File: src/rtl/ps2_mouse_cursor_pkg.sv
// Shared types and constants for the PS/2 mouse cursor tracker.
// Holds the FSM encoding, byte1 bit positions and the captured-packet layout.
package ps2_mouse_pkg;

  typedef enum logic [2:0] {
    ST_IDLE,
    ST_CAPTURE,
    ST_CALC,
    ST_CLAMP,
    ST_PUBLISH
  } state_t;

  localparam int BTN_L   = 0;
  localparam int BTN_R   = 1;
  localparam int BTN_M   = 2;
  localparam int ALWAYS1 = 3;
  localparam int XSIGN   = 4;
  localparam int YSIGN   = 5;
  localparam int XOVF    = 6;
  localparam int YOVF    = 7;

  localparam int DELTA_W = 9;
  // Wide enough for a 10-bit position plus a 9-bit delta shifted by up to 3.
  localparam int SUM_W   = 13;

  // Only the byte1 fields used after validation are kept.
  typedef struct packed {
    logic       yovf;
    logic       xovf;
    logic       ysign;
    logic       xsign;
    logic [2:0] btn;
    logic [7:0] x_mag;
    logic [7:0] y_mag;
  } motion_t;

  function automatic logic [7:0] sat_inc8(input logic [7:0] value);
    return (value == 8'hFF) ? value : value + 8'd1;
  endfunction

endpackage

File: src/rtl/ps2_mouse_cursor_if.sv
// Packet-in / cursor-out bundle between the packet assembler, this tracker and UI logic.
// master drives packets and recenter; slave is the cursor tracker.
interface ps2_mouse_cursor_if #(
  parameter int X_W = 10,
  parameter int Y_W = 9
);
  logic [7:0]     byte1;
  logic [7:0]     byte2;
  logic [7:0]     byte3;
  logic           packet_ready;
  logic           recenter;
  logic [X_W-1:0] cursor_x;
  logic [Y_W-1:0] cursor_y;
  logic [2:0]     buttons;
  logic           cursor_update;
  logic           packet_error;
  logic [7:0]     drop_count;

  modport master (
    output byte1, byte2, byte3, packet_ready, recenter,
    input  cursor_x, cursor_y, buttons, cursor_update, packet_error, drop_count
  );

  modport slave (
    input  byte1, byte2, byte3, packet_ready, recenter,
    output cursor_x, cursor_y, buttons, cursor_update, packet_error, drop_count
  );
endinterface

File: src/rtl/ps2_axis_clamp.sv
// One cursor axis: sign-extends and scales a PS/2 delta, applies it to the current
// position (registered in CALC) and clamps the registered sum to 0..EXTENT-1.
module ps2_axis_clamp
  import ps2_mouse_pkg::*;
#(
  parameter int EXTENT      = 640,
  parameter int WIDTH       = 10,
  parameter bit INVERT      = 1'b0,
  parameter int SCALE_SHIFT = 0
) (
  input  logic             clk,
  input  logic             reset,
  input  logic             calc_en,
  input  logic [WIDTH-1:0] pos,
  input  logic             sign,
  input  logic [7:0]       mag,
  input  logic             ovf,
  output logic [WIDTH-1:0] clamped
);

  localparam logic signed [SUM_W-1:0] MAX_SUM = SUM_W'(EXTENT - 1);
  localparam logic        [WIDTH-1:0] MAX_OUT = WIDTH'(EXTENT - 1);

  logic signed [DELTA_W-1:0] delta9;
  logic signed [SUM_W-1:0]   delta;
  logic signed [SUM_W-1:0]   pos_ext;
  logic signed [SUM_W-1:0]   sum_next;
  logic signed [SUM_W-1:0]   sum_q;

  // NOTE: every variable assigned in always_comb gets a value on every path,
  // otherwise synthesis infers a latch to hold the old value.
  always_comb begin
    delta9   = ovf ? '0 : {sign, mag};
    delta    = {{(SUM_W-DELTA_W){delta9[DELTA_W-1]}}, delta9} <<< SCALE_SHIFT;
    pos_ext  = {{(SUM_W-WIDTH){1'b0}}, pos};
    // Inverted axis turns PS/2 up-positive into screen down-positive.
    sum_next = INVERT ? (pos_ext - delta) : (pos_ext + delta);
  end

  // NOTE: sequential state uses non-blocking assignments so all flops update
  // together at the edge regardless of statement order.
  always_ff @(posedge clk or negedge reset) begin
    if (!reset) begin
      sum_q <= '0;
    end else if (calc_en) begin
      sum_q <= sum_next;
    end
  end

  always_comb begin
    if (sum_q[SUM_W-1]) begin
      clamped = '0;
    end else if (sum_q > MAX_SUM) begin
      clamped = MAX_OUT;
    end else begin
      clamped = sum_q[WIDTH-1:0];
    end
  end

endmodule

File: src/rtl/ps2_mouse_cursor.sv
// Turns validated three-byte PS/2 mouse packets into an absolute, screen-clamped
// cursor position and button state, with recenter and busy-drop accounting.
module ps2_mouse_cursor
  import ps2_mouse_pkg::*;
#(
  parameter int SCREEN_W    = 640,
  parameter int SCREEN_H    = 480,
  parameter int X_W         = 10,
  parameter int Y_W         = 9,
  parameter int SCALE_SHIFT = 0
) (
  input logic               clk,
  input logic               reset,
  ps2_mouse_cursor_if.slave bus
);

  localparam logic [X_W-1:0] X_CENTER = X_W'(SCREEN_W / 2);
  localparam logic [Y_W-1:0] Y_CENTER = Y_W'(SCREEN_H / 2);

  logic       sync1, sync2, sync3;
  logic [1:0] prime_cnt;
  logic       ready_edge;

  state_t  state, state_next;
  logic    capture_en, calc_en, publish_en, error_set, drop_inc;
  motion_t pkt;

  logic [X_W-1:0] clamp_x, cur_x;
  logic [Y_W-1:0] clamp_y, cur_y;
  logic [2:0]     btn;
  logic           update, error;
  logic [7:0]     drops;

  // Edge detect is held off until the history flop has taken a sample from after
  // reset, so a packet_ready already high at reset release is not seen as new.
  always_ff @(posedge clk or negedge reset) begin
    if (!reset) begin
      sync1     <= 1'b0;
      sync2     <= 1'b0;
      sync3     <= 1'b0;
      prime_cnt <= 2'd0;
    end else begin
      sync1     <= bus.packet_ready;
      sync2     <= sync1;
      sync3     <= sync2;
      prime_cnt <= (prime_cnt == 2'd3) ? prime_cnt : prime_cnt + 2'd1;
    end
  end

  assign ready_edge = sync2 & ~sync3 & (prime_cnt == 2'd3);

  always_ff @(posedge clk or negedge reset) begin
    if (!reset) state <= ST_IDLE;
    else        state <= state_next;
  end

  always_comb begin
    state_next = state;
    if (bus.recenter) begin
      state_next = ST_IDLE;
    end else begin
      unique case (state)
        ST_IDLE:    if (ready_edge) state_next = ST_CAPTURE;
        ST_CAPTURE: state_next = bus.byte1[ALWAYS1] ? ST_CALC : ST_IDLE;
        ST_CALC:    state_next = ST_CLAMP;
        ST_CLAMP:   state_next = ST_PUBLISH;
        ST_PUBLISH: state_next = ST_IDLE;
        default:    state_next = ST_IDLE;
      endcase
    end
  end

  // Recenter aborts whatever the FSM is doing, so every strobe is gated by it.
  always_comb begin
    capture_en = 1'b0;
    calc_en    = 1'b0;
    publish_en = 1'b0;
    error_set  = 1'b0;
    drop_inc   = ready_edge && (state != ST_IDLE) && !bus.recenter;
    if (!bus.recenter) begin
      unique case (state)
        ST_CAPTURE: begin
          capture_en = bus.byte1[ALWAYS1];
          error_set  = !bus.byte1[ALWAYS1];
        end
        ST_CALC:  calc_en    = 1'b1;
        ST_CLAMP: publish_en = 1'b1;
        default: ;
      endcase
    end
  end

  // NOTE: the capture register is reset even though it is always written before
  // use, so every flop has a defined value straight out of reset.
  always_ff @(posedge clk or negedge reset) begin
    if (!reset) begin
      pkt <= '0;
    end else if (capture_en) begin
      pkt <= '{yovf:  bus.byte1[YOVF],  xovf:  bus.byte1[XOVF],
               ysign: bus.byte1[YSIGN], xsign: bus.byte1[XSIGN],
               btn:   bus.byte1[BTN_M:BTN_L],
               x_mag: bus.byte2,        y_mag: bus.byte3};
    end
  end

  ps2_axis_clamp #(
    .EXTENT(SCREEN_W), .WIDTH(X_W), .INVERT(1'b0), .SCALE_SHIFT(SCALE_SHIFT)
  ) u_clamp_x (
    .clk(clk), .reset(reset), .calc_en(calc_en), .pos(cur_x),
    .sign(pkt.xsign), .mag(pkt.x_mag), .ovf(pkt.xovf), .clamped(clamp_x)
  );

  ps2_axis_clamp #(
    .EXTENT(SCREEN_H), .WIDTH(Y_W), .INVERT(1'b1), .SCALE_SHIFT(SCALE_SHIFT)
  ) u_clamp_y (
    .clk(clk), .reset(reset), .calc_en(calc_en), .pos(cur_y),
    .sign(pkt.ysign), .mag(pkt.y_mag), .ovf(pkt.yovf), .clamped(clamp_y)
  );

  // Outputs are loaded as CLAMP ends, so they appear with cursor_update in PUBLISH.
  always_ff @(posedge clk or negedge reset) begin
    if (!reset) begin
      cur_x  <= X_CENTER;
      cur_y  <= Y_CENTER;
      btn    <= 3'b000;
      update <= 1'b0;
      error  <= 1'b0;
      drops  <= 8'd0;
    end else begin
      update <= bus.recenter | publish_en;
      error  <= error_set;
      if (bus.recenter) begin
        cur_x <= X_CENTER;
        cur_y <= Y_CENTER;
      end else if (publish_en) begin
        cur_x <= clamp_x;
        cur_y <= clamp_y;
        btn   <= pkt.btn;
      end
      if (drop_inc) drops <= sat_inc8(drops);
    end
  end

  assign bus.cursor_x      = cur_x;
  assign bus.cursor_y      = cur_y;
  assign bus.buttons       = btn;
  assign bus.cursor_update = update;
  assign bus.packet_error  = error;
  assign bus.drop_count    = drops;

endmodule

File: src/flat_wrapper.sv
// flat-port wrapper written by rule: the top's interface ports become plain ports
module ps2_mouse_cursor_flat import ps2_mouse_pkg::*;
#(
  parameter int SCREEN_W    = 640,
  parameter int SCREEN_H    = 480,
  parameter int X_W         = 10,
  parameter int Y_W         = 9,
  parameter int SCALE_SHIFT = 0
)
  (clk, reset, bus_byte1, bus_byte2, bus_byte3, bus_packet_ready, bus_recenter, bus_cursor_x, bus_cursor_y, bus_buttons, bus_cursor_update, bus_packet_error, bus_drop_count);
  ps2_mouse_cursor_if #(.X_W(X_W), .Y_W(Y_W)) bus_i ();
  input logic clk;
  input logic reset;
  input wire logic [$bits(bus_i.byte1)-1:0] bus_byte1;
  input wire logic [$bits(bus_i.byte2)-1:0] bus_byte2;
  input wire logic [$bits(bus_i.byte3)-1:0] bus_byte3;
  input wire logic [$bits(bus_i.packet_ready)-1:0] bus_packet_ready;
  input wire logic [$bits(bus_i.recenter)-1:0] bus_recenter;
  output wire logic [$bits(bus_i.cursor_x)-1:0] bus_cursor_x;
  output wire logic [$bits(bus_i.cursor_y)-1:0] bus_cursor_y;
  output wire logic [$bits(bus_i.buttons)-1:0] bus_buttons;
  output wire logic [$bits(bus_i.cursor_update)-1:0] bus_cursor_update;
  output wire logic [$bits(bus_i.packet_error)-1:0] bus_packet_error;
  output wire logic [$bits(bus_i.drop_count)-1:0] bus_drop_count;
  assign bus_i.byte1 = bus_byte1;
  assign bus_i.byte2 = bus_byte2;
  assign bus_i.byte3 = bus_byte3;
  assign bus_i.packet_ready = bus_packet_ready;
  assign bus_i.recenter = bus_recenter;
  assign bus_cursor_x = bus_i.cursor_x;
  assign bus_cursor_y = bus_i.cursor_y;
  assign bus_buttons = bus_i.buttons;
  assign bus_cursor_update = bus_i.cursor_update;
  assign bus_packet_error = bus_i.packet_error;
  assign bus_drop_count = bus_i.drop_count;
  ps2_mouse_cursor #(.SCREEN_W(SCREEN_W), .SCREEN_H(SCREEN_H), .X_W(X_W), .Y_W(Y_W), .SCALE_SHIFT(SCALE_SHIFT)) u_core (.clk(clk), .reset(reset), .bus(bus_i));
endmodule
File: config.mk
export PLATFORM = sky130hd
export DESIGN_NAME = ps2_mouse_cursor_flat
export DESIGN_NICKNAME = d
export VERILOG_FILES = /design/src/rtl/ps2_mouse_cursor_pkg.sv /design/src/rtl/ps2_mouse_cursor_if.sv /design/src/rtl/ps2_axis_clamp.sv /design/src/rtl/ps2_mouse_cursor.sv /design/src/flat_wrapper.sv
export SDC_FILE = /design/constraint.sdc
export NUM_CORES = 1
export LEC_CHECK = 0
export ABC_CLOCK_PERIOD_IN_PS = 6670
export CORE_MARGIN = 2
export CORE_UTILIZATION = 50
export CTS_BUF_LIST = sky130_fd_sc_hd__clkbuf_2 sky130_fd_sc_hd__clkbuf_4 sky130_fd_sc_hd__clkbuf_8
export DETAILED_ROUTE_END_ITERATION = 8
export GPL_TIMING_DRIVEN = 0
export PLACE_DENSITY = 0.72
export RECOVER_POWER = 50
export REMOVE_ABC_BUFFERS = 1
export SYNTH_ARGS = -nofsm -noshare
export SYNTH_HDL_FRONTEND = slang
export SYNTH_SLANG_ARGS = --single-unit
File: constraint.sdc
create_clock -name clk -period 6.67 [get_ports clk]
set_input_delay 0.667 -clock clk [delete_from_list [all_inputs] [get_ports clk]]
set_output_delay 0.667 -clock clk [all_outputs]
set_load 0.02 [all_outputs]
==> reports/qor.txt, run 1 <==
Comb power frac -> 0.290
CTS clock-pin slew for the worst setup and hold paths -> 0.09 ns
Failing checks -> capacitance limit, slew limit
Die height -> 97.6 µm
Initial Util -> 0.509
Max Fclk -> 342 MHz
HPWL after detailed placement -> 6410 µm
Final Instance Area -> 0.00529 mm²
I/O pin cnt -> 60
Largest net degree at the start of global routing -> 50
Flop2flop setup slack -> 4.13 ns
Final Hold Slack -> 0.355 ns
Yosys top cell by area -> dfrtp_1
Post-DP Area -> 0.00508 mm²
TNS Setup -> 0 ns
Power Total -> 1580 µW
Min-delay worst type -> reg -> reg
Drc violations -> 0
Detailed Routing Iterations Pass 1 -> 4
Ant diodes -> 0
Via density -> 5.51
CTS HTree Levels -> 3
Clk_skew -> 0.0115 ns
Hold-fix buffer count after cts -> 0
Status -> finished, violations left
Cell-internal power -> 1080 µW
Worst setup SP type -> primary input
Syn_area_per_cell -> 10.6 µm²
Final hold vios -> 0
Ys Warns -> 0
Post-route ant nets -> 0
CTS Buffer Depth -> 2
Arr. time, crit path -> 3.22 ns
Flop pwr share -> 0.446
Setup-failing EPs final -> 0
Port Buffers -> 59
CTS Sinks -> 86
Post-synth EDFFs -> 0
Unique masters post-synth -> 48
Layout net count -> 526
Vias in the first global route -> 3205
Reg-to-reg startpoint -> u_core.pkt[22]
RSZ-0062 raised after global routing -> false
Switching Fraction -> 0.321
Synth Flop Type -> dfrtp_1
Synth Instances -> 412
Crit path max fanout -> 42
Core ar. -> 0.00859 mm²
Most common cell in the synthesized netlist -> dfrtp_1
Area Overhead vs Synth -> 20.9%
Final worst setup slack -> 3.74 ns
1st-iter DRT viols -> 121
CTS root buffer -> clkbuf_8
First-pass GRT wire length -> 15100 µm
Congestion Overflow GR -> 0
Share of post-route cells with drive strength above 1 -> 0.117
Routability cong. -> 0.832
Async SR Flop Fraction -> 1.00
Gr usage total -> 0.196
Post-layout min period -> 2.93 ns
Worst slew margin -> -0.431
Post-synth top cells -> 80 x dfrtp_1, 55 x nand2_1, 33 x o21ai_0
Mapped cell area -> 0.00438 mm²
Final Max Tran Viols -> 38
DRT Wirelength -> 8860 µm
Post-synth top area share -> 0.457
CTS Buf Count -> 9
Clock Latency Late Sink -> 0.35 ns
Post_cts resized -> 0
Actual slew at the worst max-slew pin -> 2.15 ns
CP startpoint -> bus_recenter
Vias after detailed routing -> 3227
Crit path capture type -> flip-flop
Maxcap violations -> 1
TritonCTS clock tree -> yes
Placement Setup Slack -> 3.42 ns
Post-CTS Setup Bufs -> 0
# rows -> 34
Initial antenna violation count -> 0
Die X -> 97.6 µm
Clock Power Share -> 0.264
Worst path required time -> 6.96 ns
Die footprint -> 0.00952 mm²
Power per cell area -> 300 mW/mm²
Seq/Total Area, Yosys -> 0.493
Synth Register Bits -> 86
LEAKAGE -> 0.00233 µW
Synth area leaders -> dfrtp_1 46%, mux2_2 7.2%, ha_1 6.6%, nand2_1 4.7%, o21ai_0 3.8%
Peak VDD IR -> 0.136 mV
Crit path kind -> in -> reg
Worst Min Path Start -> u_core.sync1
Final worst-path cycle share -> 0.439
Psw -> 509 µW
Post-DR wirelength/cell -> 15.1 µm
routing by layer:
metal | share of wire | routed length, µm | GRT usage
met2 | 0.49 | 4300 | 0.318
met3 | 0.033 | 294 | 0.0432
met4 | 0.011 | 96 | 0.0524
met5 | 0 | 0 | 0
met1 | 0.47 | 4170 | 0.269
sequential cells by signal, indices dropped and copies added, names as in the netlist, 2 cells and up:
| name | cells |
|---|---|
| u_core.pkt | 23 |
| u_core.prime_cnt | 2 |
| u_core.state | 3 |
| u_core.bus.cursor_x | 10 |
| u_core.u_clamp_x.sum_q | 12 |
| u_core.bus.buttons | 3 |
| u_core.bus.cursor_y | 9 |
| u_core.bus.drop_count | 8 |
| u_core.u_clamp_y.sum_q | 11 |
metrics by stage:
stage,util,cells
final,0.616,586
after global routing,0.616,586
after global placement,0.589,569
after floorplan,-,402
after detailed placement,0.592,570
after CTS,0.618,586
layout by cell type, fill, tap and decap left out, drive strengths merged, types with 3 or more instances in the layout:
master         Yosys  layout
inv               11      12
ha                23      23
o22ai              3       3
a21o               7       7
dlygate4sd3        0       4
a211oi             6       6
nand4              5       5
nor2b             15      15
mux2              28      28
dfrtp             80      80
nand2b            15      15
nand3              8       8
o21ai             33      33
xnor2             12      12
o211ai             3       3
o2111ai            3       3
a211o              4       4
xor2               9       9
and3               6       6
clkdlybuf4s50      0      54
nor2              22      22
dfstp              6       6
nor3               4       4
nand2             55      55
o21bai             3       3
clkbuf             5      13
a21oi             17      17
kinds of logic after synthesis:
| family | share of synthesized area |
|---|---|
| muxes | 0.0720 |
| DFF | 0.493 |
| adders and majority gates | 0.0749 |
| xor gates and xnor gates | 0.0420 |
| and+or+nand+nor | 0.166 |
| AOI/OAI and AO/OA | 0.133 |
| buffers and inverters | 0.0194 |
worst max-delay path, cell delays in order:
cell and delay [ns]:
dlygate4sd3_1 0.67, nor3_1 0.31, nand2_1 0.73, or4_1 0.75, nand3_1 0.09
area by class of cell:
type	instances	area, µm²
inverter	11	41.3
multi-input combinational	305	2110
fill	718	3300
sequential	86	2160
tap	108	135
clock inverter	4	77.6
timing repair buffer	60	612
clock buffer	12	153
power groups by stage:
stage / clock [µW] / combinational, µW / sequential, µW
after floorplan: 0 / 324 / 707
after global placement: 0 / 450 / 712
after detailed placement: 0 / 461 / 715
after CTS: 425 / 464 / 707
after global routing: 449 / 520 / 725
final: 418 / 460 / 707
worst paths after layout:
check	end	cells after the start
worst max-delay path	u_core.u_clamp_x.sum_q[9]	5
worst min-delay path	u_core.sync2	0
worst max register to register	u_core.u_clamp_y.sum_q[8]	9
worst min register to register	u_core.sync2	0
max in group asynchronous	u_core.pkt[7]	1
min in group asynchronous	u_core.pkt[21]	1
Power figures use the tool's default switching activity.
==> run 2: changes to the inputs <==
Settings changed: ABC_CLOCK_PERIOD_IN_PS 6670 to 2400, PLACE_DENSITY 0.72 to 0.75.
Clock period 6.67 ns to 2.4 ns, I/O delays scaled along.
==> run 2 against run 1 <==
  * Combinational power grew to 2.8 times the previous value
  * Clock-buffer cell count down 3
  * Core utilization up 0.86 points
  * Power rose to 2.9 times the previous value
  * The flow now finishes without violations
  * Global-route usage is 0.18 points higher
  * Flip-flop and latch count unchanged
==> reports/qor.txt, run 2 (same netlist as run 1, synthesis figures left out) <==
Status -> finished, final reports clean (was finished, violations left)
Slowest Stage Delay on Critical Path -> 0.46 ns (was 0.75 ns)
Vias in the first global route -> 3221 (was 3205)
Flop pwr share -> 0.433 (was 0.446)
Routability cong. -> 0.842 (was 0.832)
Min-delay worst type -> reg -> reg (unchanged)
Most frequent cells in the layout -> 78 x dfrtp_1, 54 x nand2_1, 53 x clkdlybuf4s50_1 (was 80 x dfrtp_1, 55 x nand2_1, 54 x clkdlybuf4s50_1)
Congestion Overflow GR -> 0 (unchanged)
Power per cell area -> 847 mW/mm² (was 300 mW/mm²)
Crit path max fanout -> 6 (was 42)
Top reg by flops -> u_core.pkt (unchanged)
Initial Util -> 0.509 (unchanged)
Largest net degree at the start of global routing -> 45 (was 50)
Worst path required time -> 2.61 ns (was 6.96 ns)
Peak VDD IR -> 0.521 mV (was 0.136 mV)
Maxcap violations -> 0 (was 1)
Arr. time, crit path -> 2.48 ns (was 3.22 ns)
Share of post-route cells with drive strength above 1 -> 0.146 (was 0.117)
Max Fclk -> 441 MHz
Worst path cell trace -> nor2b_1 > ha_1 > fa_1 > a211oi_2 > o21bai_1 > a211oi_2 > xor2_1 > o21ai_0 (was dlygate4sd3_1 > nor3_1 > nand2_1 > or4_1 > nand3_1)
Final hold vios -> 0 (unchanged)
CTS root buffer -> clkbuf_8 (unchanged)
Area of the multi-input gates -> 0.00217 mm² (was 0.00211 mm²)
Min-Delay Endpoint -> u_core.sync2 (unchanged)
Commonest non-fill, non-tap cell in the layout -> dfrtp_1 (unchanged)
Layout net count -> 528 (was 526)
HPWL after detailed placement -> 6320 µm (was 6410 µm)
Area Overhead vs Synth -> 22.6% (was 20.9%)
DRT Wirelength -> 8980 µm (was 8860 µm)
CTS HTree Levels -> 3 (unchanged)
Core ar. -> 0.00859 mm² (unchanged)
Gr usage total -> 0.198 (was 0.196)
Cell mode on critical path -> a211oi_2
Psw -> 1470 µW (was 509 µW)
Regs by FF count -> u_core.pkt (23), u_core.u_clamp_x.sum_q (12), u_core.u_clamp_y.sum_q (11) (unchanged)
TritonCTS clock tree -> yes (unchanged)
Crit-path slowest cell -> dfrtp_2 (was or4_1)
Initial antenna violation count -> 0 (unchanged)
CTS Buffer Depth -> 2 (unchanged)
Comb power frac -> 0.289 (was 0.290)
Via density -> 5.56 (was 5.51)
1st-iter DRT viols -> 200 (was 121)
Drc violations -> 0 (unchanged)
TNS Setup -> 0 ns (unchanged)
Vias after detailed routing -> 3271 (was 3227)
First-pass GRT wire length -> 15300 µm (was 15100 µm)
# rows -> 34 (unchanged)
Crit path capture type -> flip-flop (unchanged)
Post-DR wirelength/cell -> 15.3 µm (was 15.1 µm)
WHS Path Cells -> 0 (unchanged)
RSZ-0062 raised after global routing -> false (unchanged)
Crit path kind -> reg -> reg (was in -> reg)
Port Buffers -> 59 (unchanged)
Fill count -> 692 (was 718)
I/O pin cnt -> 60 (unchanged)
FF-to-FF End -> u_core.u_clamp_x.sum_q[8] (was u_core.u_clamp_y.sum_q[8])
Final Instance Area -> 0.00536 mm² (was 0.00529 mm²)
Worst R2R Path Depth -> 8 (was 9)
Die footprint -> 0.00952 mm² (unchanged)
Switching Fraction -> 0.323 (was 0.321)
Cell-internal power -> 3070 µW (was 1080 µW)
Detailed Routing Iterations Pass 1 -> 4 (unchanged)
Flop2flop setup slack -> 0.13 ns (was 4.13 ns)
Final Max Tran Viols -> 0 (was 38)
LEAKAGE -> 0.00235 µW (was 0.00233 µW)
Worst Min Path Start -> u_core.sync1 (unchanged)
CTS Buf Count -> 9 (unchanged)
Largest register FFs -> 23 (unchanged)
Register Area -> 0.00216 mm² (about the same)
CTS Sinks -> 86 (unchanged)
Post-layout min period -> 2.27 ns
Clk_skew -> 0.0102 ns (was 0.0115 ns)
Ant diodes -> 0 (unchanged)
Clock Latency Late Sink -> 0.36 ns (was 0.35 ns)
Die X -> 97.6 µm (unchanged)
CTS clock-pin slew for the worst setup and hold paths -> 0.09 ns (about the same)
Post-DP Area -> 0.00508 mm² (about the same)
Setup-failing EPs final -> 0 (unchanged)
Worst slew margin -> 0.323 (was -0.431)
Die height -> 97.6 µm (unchanged)
Clock Power Share -> 0.277 (was 0.264)
Worst setup SP type -> flip-flop (was primary input)
Post-route ant nets -> 0 (unchanged)
Final worst-path cycle share -> 0.946
Reg-to-reg startpoint -> u_core.pkt[21] (was u_core.pkt[22])
Actual slew at the worst max-slew pin -> 1.02 ns (was 2.15 ns)
==> run 2: how the worst max path moves through the flow <==
stage,to,start
final,u_core.u_clamp_x.sum_q[8],u_core.pkt[21]
after global routing,u_core.u_clamp_x.sum_q[9],u_core.pkt[21]
after CTS,u_core.u_clamp_x.sum_q[8],u_core.pkt[21]
after detailed placement,u_core.u_clamp_x.sum_q[9],bus_recenter
after global placement,u_core.pkt[7],reset
after floorplan,u_core.u_clamp_x.sum_q[8],u_core.pkt[21]
==> run 2: critical path, delay by kind of cell, from the launching register on <==
family                     cells  cell delay [ns]
xor gates and xnor gates       1             0.18
AOI/OAI and AO/OA              4             0.77
and+or+nand+nor                1             0.07
DFF                            1             0.46
adders and majority gates      2             0.64
==> run 2: repair_timing <==
action | 4_1_cts | 5_1_grt
hold buffers | 1 | 0
pin swaps | 0 | 3
resized for setup | 3 | 8
setup endpoints to repair | 7 | 9
hold endpoints to repair | 36 | 0
buffers inserted | 0 | 1
gates cloned | 0 | 0
==> run 2: cell type report <==
class | count | area share
clock buffer | 9 | 0.0231
clock inverter | 7 | 0.0233
inverter | 11 | 0.00770
multi-input combinational | 305 | 0.404
sequential | 86 | 0.403
tap | 108 | 0.0252
timing repair buffer | 62 | 0.113
==> run 2: per-layer routing <==
metal,GRT usage,wire [µm],vias up
met5,0,0,-
met4,0.0534,170,0
met3,0.0439,340,12
met2,0.319,4380,73
met1,0.273,4080,1605
li1,-,-,1581
==> run 2: power groups by stage <==
stage	Clock [µW]	Combinational, µW	Sequential, µW
3_5_place_dp	0	1280	1990
3_3_place_gp	0	1240	1980
6_report	1260	1310	1970
5_1_grt	1350	1490	2010
2_1_floorplan	0	900	1970
4_1_cts	1290	1290	1970
==> run 2: per-stage QoR <==
step	std cells	hold WS (ns)	utilization	setup WS (ns)	power, µW
final	588	0.351	0.624	0.130	4540
after global routing	588	0.373	0.624	0.00630	4860
after CTS	587	0.313	0.622	0.0103	4550
after detailed placement	570	0.264	0.591	-0.483	3270
after global placement	569	0.339	0.589	-1.91	3210
after floorplan	402	-0.0556	-	0.240	2870
==> run 3: changes to the inputs <==
Settings changed: CTS_BUF_LIST sky130_fd_sc_hd__clkbuf_2 sky130_fd_sc_hd__clkbuf_4 sky130_fd_sc_hd__clkbuf_8 to default, PLACE_DENSITY 0.75 to default, PLACE_DENSITY_LB_ADDON from default to 0.05, SETUP_SLACK_MARGIN from default to 0.15.
==> run 3 against run 2 <==
  * Highest routed layer unchanged
  * Cell count rose by 1.4%
  * Sequential power hardly changed
  * Global-route usage grew 1.1 points
  * Critical path type unchanged
  * Cell area increased by 3.1%
  * Via count decreased by 0.24%
  * Worst setup slack improved by 0.098 ns
  * Largest cell class unchanged
==> reports/qor.txt, run 3 (same netlist as run 1, synthesis figures left out) <==
Final hold vios -> 0 (unchanged)
RSZ-0062 raised after global routing -> true (was false)
Status -> finished, final reports clean (unchanged)
Post-layout min period -> 2.17 ns (was 2.27 ns)
Cell mode on critical path -> a211oi_2 (unchanged)
CTS Buffer Depth -> 2 (unchanged)
Min-delay worst type -> reg -> reg (unchanged)
Maxcap violations -> 0 (unchanged)
CP bufs+invs -> 0 (unchanged)
Worst path required time -> 2.63 ns (was 2.61 ns)
Met2 Wirelength -> 4630 µm (was 4380 µm)
Clk_skew -> 0.00916 ns (was 0.0102 ns)
Met1 WL -> 4490 µm (was 4080 µm)
CTS clock-pin slew for the worst setup and hold paths -> 0.09 ns (about the same)
I/O pin cnt -> 60 (unchanged)
HPWL after detailed placement -> 6480 µm (was 6320 µm)
Congestion Overflow GR -> 0 (unchanged)
Worst Min Path Start -> u_core.sync1 (unchanged)
Min-Delay Endpoint -> u_core.sync2 (unchanged)
Largest register FFs -> 23 (unchanged)
Initial antenna violation count -> 0 (unchanged)
Worst slew margin -> 0.0538 (was 0.323)
Worst path cell trace -> nor2b_1 > ha_2 > fa_2 > a211oi_2 > o21bai_2 > a211oi_2 > xor2_1 > o21ai_0 (was nor2b_1 > ha_1 > fa_1 > a211oi_2 > o21bai_1 > a211oi_2 > xor2_1 > o21ai_0)
Arr. time, crit path -> 2.40 ns (was 2.48 ns)
Layout net count -> 536 (was 528)
Slowest Stage Delay on Critical Path -> 0.38 ns (was 0.46 ns)
Ant diodes -> 0 (unchanged)
WHS Path Cells -> 0 (unchanged)
FF-to-FF End -> u_core.u_clamp_x.sum_q[10] (was u_core.u_clamp_x.sum_q[8])
Flop2flop setup slack -> 0.23 ns (was 0.13 ns)
Share of post-route cells with drive strength above 1 -> 0.193 (was 0.146)
Port Buffers -> 59 (unchanged)
CP delay by family, top -> compound AO/OA/AOI/OAI gates (unchanged)
Fill count -> 724 (was 692)
Routability cong. -> 0.868 (was 0.842)
Via density -> 5.47 (was 5.56)
# rows -> 34 (unchanged)
Top reg by flops -> u_core.pkt (unchanged)
Clock Latency Late Sink -> 0.36 ns (about the same)
TNS Setup -> 0 ns (unchanged)
DR top layer -> met4 (unchanged)
Post-DR wirelength/cell -> 16.1 µm (was 15.3 µm)
DRT Wirelength -> 9600 µm (was 8980 µm)
Actual slew at the worst max-slew pin -> 1.42 ns (was 1.02 ns)
Commonest non-fill, non-tap cell in the layout -> dfrtp_1 (unchanged)
Peak VDD IR -> 0.356 mV (was 0.521 mV)
Post-route ant nets -> 0 (unchanged)
Crit path max fanout -> 3 (was 6)
Die height -> 97.6 µm (unchanged)
Area Overhead vs Synth -> 26.4% (was 22.6%)
Max Fclk -> 460 MHz (was 441 MHz)
CP startpoint -> u_core.pkt[8] (was u_core.pkt[21])
Crit path capture type -> flip-flop (unchanged)
Crit path kind -> reg -> reg (unchanged)
Gr usage total -> 0.209 (was 0.198)
Crit-path slowest cell -> dfrtp_1 (was dfrtp_2)
Regs by FF count -> u_core.pkt (23), u_core.u_clamp_x.sum_q (12), u_core.u_clamp_y.sum_q (11) (unchanged)
Vias in the first global route -> 3261 (was 3221)
Vias after detailed routing -> 3263 (was 3271)
Power per cell area -> 814 mW/mm² (was 847 mW/mm²)
Die X -> 97.6 µm (unchanged)
Drc violations -> 0 (unchanged)
1st-iter DRT viols -> 138 (was 200)
Final worst-path cycle share -> 0.905 (was 0.946)
Final Instance Area -> 0.00553 mm² (was 0.00536 mm²)
Most frequent cells in the layout -> 78 x dfrtp_1, 54 x nand2_1, 52 x clkdlybuf4s50_1 (was 78 x dfrtp_1, 54 x nand2_1, 53 x clkdlybuf4s50_1)
TritonCTS clock tree -> yes (unchanged)
First-pass GRT wire length -> 15800 µm (was 15300 µm)
CTS Sinks -> 86 (unchanged)
Detailed Routing Iterations Pass 1 -> 4 (unchanged)
Reg-to-reg startpoint -> u_core.pkt[8] (was u_core.pkt[21])
Post-DP Area -> 0.00508 mm² (about the same)
Die footprint -> 0.00952 mm² (unchanged)
Initial Util -> 0.509 (unchanged)
Core ar. -> 0.00859 mm² (unchanged)
Worst setup SP type -> flip-flop (unchanged)
CTS HTree Levels -> 3 (unchanged)
Largest net degree at the start of global routing -> 64 (was 45)
Worst R2R Path Depth -> 8 (unchanged)
Setup-failing EPs final -> 0 (unchanged)
CTS Buf Count -> 9 (unchanged)
Final Max Tran Viols -> 0 (unchanged)
LEAKAGE -> 0.00239 µW (was 0.00235 µW)
CTS root buffer -> clkbuf_8 (unchanged)
DR WL met3 -> 345 µm (was 340 µm)
## run 3: cell count changes in the layout (fill, tap and decap cells not counted), moves of 3 or more
cell | before | now
buf_4 | 0 | 8
ha_1 | 23 | 17
ha_4 | 0 | 4
nor2b_1 | 13 | 7
nor2b_2 | 2 | 5
nor2b_4 | 0 | 3
## run 3: how the worst max path moves through the flow
stage	endpoint	slack (ns)	cells past startpoint
2_1_floorplan	u_core.u_clamp_x.sum_q[8]	0.24	8
3_3_place_gp	u_core.pkt[8]	-2.06	1
3_5_place_dp	u_core.u_clamp_x.sum_q[9]	-0.49	5
4_1_cts	u_core.u_clamp_x.sum_q[10]	0.13	8
5_1_grt	u_core.u_clamp_x.sum_q[10]	0.11	8
6_report	u_core.u_clamp_x.sum_q[10]	0.23	8
## run 3: per-stage QoR
stage          total power, µW  worst slack (ns)  hold slack [ns]  instances  utilization
3_3_place_gp              3230             -2.06            0.334        569        0.589
2_1_floorplan             2870             0.240          -0.0556        402            -
5_1_grt                   4830             0.114            0.371        596        0.644
3_5_place_dp              3280            -0.488            0.169        570        0.592
6_report                  4500             0.228            0.356        596        0.644
4_1_cts                   4420             0.134            0.299        592        0.626
## run 3: power breakdown
group | total (µW) | switching (µW) | leakage, µW | internal [µW]
clock | 1060 | 561 | 0.000101 | 494
sequential | 1960 | 218 | 0.00109 | 1750
combinational | 1480 | 761 | 0.00120 | 724
## run 3: timing repair
item / CTS / global route
pin swaps: 3 / 16
buffers inserted: 5 / 4
setup endpoints to repair: 37 / 9
endpoints found under the hold margin: 21 / 0
hold buffers: 1 / 0
resized for setup: 13 / 25
## run 3: routing by layer
metal	vias to the layer above	GRT usage
met5	-	0
met4	0	0.0673
met3	11	0.0353
met2	60	0.349
met1	1599	0.279
li1	1593	-
## run 3: worst register-to-register path: stages, from the launching register on
cell,delay (ns)
dfrtp_1,0.38
nor2b_1,0.13
ha_2,0.19
fa_2,0.38
a211oi_2,0.28
o21bai_2,0.14
a211oi_2,0.27
xor2_1,0.17
o21ai_0,0.10
## run 3: final cells by class
class	instances	area [µm²]	share of cell area
tap	108	135	0.0244
sequential	86	2160	0.391
clock inverter	7	77.6	0.0140
inverter	11	41.3	0.00747
timing repair buffer	70	693	0.125
clock buffer	9	124	0.0224
multi-input combinational	305	2300	0.415
